[config.mk]
export PLATFORM = sky130hd
export DESIGN_NAME = mwc_entry_match
export DESIGN_NICKNAME = d
export VERILOG_FILES = /design/src/rtl/mwc_entry_match.sv
export SDC_FILE = /design/constraint.sdc
export NUM_CORES = 1
export LEC_CHECK = 0
export BUFFER_PORTS_ARGS = -buffer_cell sky130_fd_sc_hd__buf_2
export CAP_MARGIN = 30
export CELL_PAD_IN_SITES_DETAIL_PLACEMENT = 1
export CELL_PAD_IN_SITES_GLOBAL_PLACEMENT = 1
export CORE_AREA = 2 2 130 132
export DETAILED_ROUTE_END_ITERATION = 10
export DIE_AREA = 0 0 132 134
export GPL_TIMING_DRIVEN = 0
export PLACE_DENSITY = 0.68
export SYNTH_ARGS = -nofsm -noshare
export SYNTH_HDL_FRONTEND = slang
export SYNTH_SLANG_ARGS = --single-unit
[constraint.sdc]
create_clock -name vclk -period 1.3
set_input_delay 0.13 -clock vclk [all_inputs]
set_output_delay 0.13 -clock vclk [all_outputs]
set_load 0.01 [all_outputs]
[src/rtl/mwc_entry_match.sv]
// Parallel compare of one monitored write against every expected-write entry.
// Hits are qualified by en_i so the caller decides which entries are eligible.
module mwc_entry_match #(
  parameter int ADDR_W = 32,
  parameter int DATA_W = 32,
  parameter int DEPTH  = 4
) (
  input  logic [DEPTH-1:0][ADDR_W-1:0] exp_addr_i,
  input  logic [DEPTH-1:0][DATA_W-1:0] exp_data_i,
  input  logic [DEPTH-1:0]             en_i,
  input  logic [ADDR_W-1:0]            addr_i,
  input  logic [DATA_W-1:0]            data_i,
  output logic [DEPTH-1:0]             addr_hit_o,
  output logic [DEPTH-1:0]             full_hit_o
);

  always_comb begin
    addr_hit_o = '0;
    full_hit_o = '0;
    for (int i = 0; i < DEPTH; i++) begin
      addr_hit_o[i] = en_i[i] && (exp_addr_i[i] == addr_i);
      full_hit_o[i] = en_i[i] && (exp_addr_i[i] == addr_i) && (exp_data_i[i] == data_i);
    end
  end

endmodule

; After elaboration in Yosys (flattened, before gate mapping)
; Cells that the tools add are included.
; W data, S select, Z words.
[totals]
reg_bits = 0
elab_cells = 16
out_inout_bits = 8
inputBits = 324
[classes]
n_eq_ne = 8
reduce_logical = 8
[op_table]
columns = operator, n
row1 = $eq A32 B32 Y1, 8
row2 = $logic_and A1 B1 Y1, 8

; Longest topological paths before layout
[depth]
word_depth = 3
mapped_depth = 5

; Least setup slack after synthesis
; OpenSTA, ideal clock, no wires.
[synth_path]
path_kind = input-to-output
from = input addr_i[20]
to = output full_hit_o[0]
n_path_buf = 0
arrival_time_ns = 1.319
path_slack_ns = -0.149
stages = 5
required_ns = 1.170
path_cell_list = xor2_1 -> nor4_1 -> nand4_1 -> nor4_2 -> and3_1
[synth_between]
elab_chain_cells = 3
[synth_rtl]
columns = element, line
row1 = from (decl), 11  ; input logic [ADDR_W-1:0] addr_i,
row2 = $eq A32 B32 Y1, n/a
row3 = $logic_and A1 B1 Y1, n/a
row4 = net addr_hit_o[0], 13  ; output logic [DEPTH-1:0] addr_hit_o,
row5 = $logic_and A1 B1 Y1, 22  ; full_hit_o[i] = en_i[i] && (exp_addr_i[i] == addr_i) && (exp_data_i[i] == data_i);
row6 = to (decl), 14  ; output logic [DEPTH-1:0] full_hit_o
; The timed path passes the listed nets, and every way through them passes these cells.

; Worst setup path after layout
[layout_path]
from = input exp_addr_i[86] in the netlist's numbering
to = output full_hit_o[2]
[layout_between]
elab_chain_cells = 3
[layout_rtl]
columns = element, line
row1 = from (decl), 8  ; input logic [DEPTH-1:0][ADDR_W-1:0] exp_addr_i,
row2 = $eq A32 B32 Y1, 22
row3 = $logic_and A1 B1 Y1 (2 in a row), 22
; Every way passes these cells.

==> results.rst <==
.. list-table::
   :header-rows: 1

   * - Metric
     - Value
   * - Routability cong.
     - slightly above 0.8
   * - Number of nets in the synthesized netlist
     - 704
   * - Final critical delay including setup and external delays
     - 1.78 ns
   * - Minimum setup slack after placement
     - -1.07 ns
   * - Area of the die
     - ~18000 um^2
   * - Most frequently used cell type in the post-synthesis netlist
     - sky130_fd_sc_hd__xnor2_1
   * - # IOs
     - roughly 330
   * - Standard cell area after detailed placement
     - ~4800 um^2
   * - Placeable Area
     - between 15000 and 20000 um^2
   * - Pins Over Slew Limit
     - 0
   * - Critical Path Fanout Max
     - 2
   * - Number of vias in the routed layout
     - slightly below 4000
   * - Cell types occupying the most area after synthesis
     - sky130_fd_sc_hd__xnor2_1 44%, sky130_fd_sc_hd__xor2_1 32%, sky130_fd_sc_hd__nand4_1 8.5%
   * - Maximum number of pins on one net before global-route repair
     - 5
   * - Placed cell count
     - 900
   * - Achievable clock frequency
     - between 0.5 and 0.6 GHz
   * - Worst min-delay path category
     - in2out
   * - Post-synthesis cell count
     - 380
   * - Critical Path Source Type
     - input pin
   * - Top Usage Layer GRT
     - met2
   * - Critical path required time
     - approximately 1.2 ns
   * - Setup repair after global routing missed its margin
     - yes
   * - Number of buffers inserted by hold repair at cts
     - 0
   * - Transition at the pin with the smallest max-transition slack
     - ~0.41 ns
   * - HPWL after detailed placement
     - between 15 and 20 mm
   * - Setup slack after layout
     - -0.485 ns
   * - Clock buffer cells
     - 0
   * - Layout cell share with drive strength beyond 1
     - between 50% and 60%
   * - Number of nets with antenna violations after detailed routing
     - 0
   * - Port Buf Inserts
     - 300
   * - PnR Total Power
     - about 1.9 mW
   * - Relative slew slack
     - roughly 72%
   * - Area growth from synthesis to layout
     - 91.5%
   * - Post-layout instance area
     - 5640 um^2
   * - Number of setup violations in the final report
     - 8
   * - Initial detailed-routing violation count
     - 48
   * - Crit end category
     - output port
   * - Total number of nets in the final design
     - ~1000
   * - Final hold violations
     - 0
   * - Cell taking the most area after synthesis
     - sky130_fd_sc_hd__xnor2_1
   * - Routed wirelength normalized by instance count
     - around 21 um
   * - Share of synthesized area occupied by flip-flops and latches
     - 0%
   * - VDD IR-drop max
     - roughly 150 uV
   * - Die Wd
     - 132 um
   * - Count of cell types in the netlist
     - 11
   * - Setup CP Type
     - in2out
   * - Vias in the first global route
     - between 4000 and 5000
   * - Static power due to leakage
     - between 2 and 2.5 nW
   * - Total number of sequential cells
     - 0
   * - Share of the synthesized area in the top cell type
     - around 44%
   * - First-pass GRT wire length
     - around 27 mm
   * - Pwr/cell area
     - 336 nW/um^2
   * - Data arrival time at the worst-slack endpoint
     - around 1.7 ns
   * - DRC
     - 0
   * - Period utilisation layout
     - 137%
   * - Die height
     - 134 um
   * - Starting density of the core
     - about 18%
   * - Pre-Repair DR Iteration Count
     - 4
   * - Global-route congestion overflow total
     - 0
   * - Synth Cell Area
     - between 2000 and 3000 um^2
   * - Floorplan row count
     - 47
   * - Max Cap Viol
     - 0
   * - Vias per cell
     - around 4.3
   * - Most common library cells after synthesis
     - 148 x sky130_fd_sc_hd__xnor2_1, 108 x sky130_fd_sc_hd__xor2_1, 40 x sky130_fd_sc_hd__nand4_1
   * - Synth Warn #
     - 0
   * - All-layer global routing usage
     - roughly a fifth
   * - Met2 Track Usage GR
     - a little over two fifths
   * - Met1 global-route usage
     - between 15 and 20%
   * - Final Instance Count excl. Fillers
     - around 900
   * - Sequential cell area in the final layout
     - 0 um^2
   * - Grt met3 use
     - 3.74%
   * - Failing checks
     - setup timing
   * - Post-synthesis average cell area
     - roughly 7.7 um^2
   * - Share of the core filled with cells
     - between 30% and 40%
   * - Status
     - finished with violations
   * - Number of antenna violations at the first check in global routing
     - 2
   * - Detailed-route wire length
     - between 15 and 20 mm
==> layout make-up <==
class | count | area (um^2)
multi-input cells | 348 | 3400
well taps | 220 | 275
plain buffers | 32 | 125
diodes | 1 | 2.50
fillers | 1997 | 10700
repair buffers | 303 | 1830
==> power breakdown <==
| group | internal (mW) | switching (mW) | total (mW) | leakage (nW) |
|---|---|---|---|---|
| sequential | 0 | 0 | 0 | 0 |
| clock | 0.000000103 | 0 | 0.000000103 | 0.00000634 |
| combinational | 0.959 | 0.935 | 1.89 | 2.31 |
==> final timing paths <==
kind	slack, ns	cells past startpoint	startpoint	to
setup / recovery	-0.48	7	exp_addr_i[86]	full_hit_o[2]
hold / removal	0.66	4	en_i[2]	addr_hit_o[2]
==> cell usage in the layout, fill, tap and decap left out, types with 3 or more instances in the layout <==
cell type                  synthesis  routed
sky130_fd_sc_hd__nor4_1           32       9
sky130_fd_sc_hd__xnor2_1         148     148
sky130_fd_sc_hd__buf_4             0       9
sky130_fd_sc_hd__nand2_1           4       4
sky130_fd_sc_hd__buf_2             0     256
sky130_fd_sc_hd__clkbuf_1         30      26
sky130_fd_sc_hd__and3_4            0       4
sky130_fd_sc_hd__buf_8             0       7
sky130_fd_sc_hd__buf_12            0       3
sky130_fd_sc_hd__xor2_2            0      16
sky130_fd_sc_hd__buf_6             0      28
sky130_fd_sc_hd__xor2_1          108      83
sky130_fd_sc_hd__xor2_4            0       9
sky130_fd_sc_hd__clkbuf_2          0       4
sky130_fd_sc_hd__nor4_2            4      14
sky130_fd_sc_hd__nor4_4            0      13
sky130_fd_sc_hd__nor3_1            4       3
sky130_fd_sc_hd__nand4_1          40      40
==> critical path: stages <==
cell,delay (ns)
sky130_fd_sc_hd__buf_6,0.10
sky130_fd_sc_hd__xor2_2,0.17
sky130_fd_sc_hd__nor4_4,0.45
sky130_fd_sc_hd__nand3_2,0.14
sky130_fd_sc_hd__nor4_4,0.34
sky130_fd_sc_hd__and3_4,0.22
sky130_fd_sc_hd__buf_6,0.10
==> metrics by stage <==
step | hold WS (ns) | TNS [ns]
finish | 0.659 | -3.25
global route | 0.674 | -3.92
CTS | 0.653 | -3.40
detailed placement | 0.649 | -6.26
global placement | 0.645 | -6.30
floorplan | 0.396 | -0.382
==> logic make-up (layout without fill, tap and decap cells) <==
kind of cell | after synthesis | count (layout) | share of synthesized area, %
xor gates and xnor gates | 256 | 256 | 76.2
and+or+nand+nor | 92 | 92 | 19.7
buffers and inverters | 32 | 335 | 4.08
other | 0 | 1 | 0
==> routing by layer <==
metal / routed length [um] / vias to the layer above
li1: - / 1866
met1: 6260 / 1799
met2: 10800 / 221
met3: 1350 / 23
met4: 629 / 0
met5: 0 / -
==> timing repair <==
item / 4_1_cts / 5_1_grt
gates resized for setup: 126 / 35
pin swaps: 52 / 17
setup buffers: 2 / 1
endpoints found under the setup margin: 8 / 8
No activity file was read; power rests on OpenSTA's default activity.
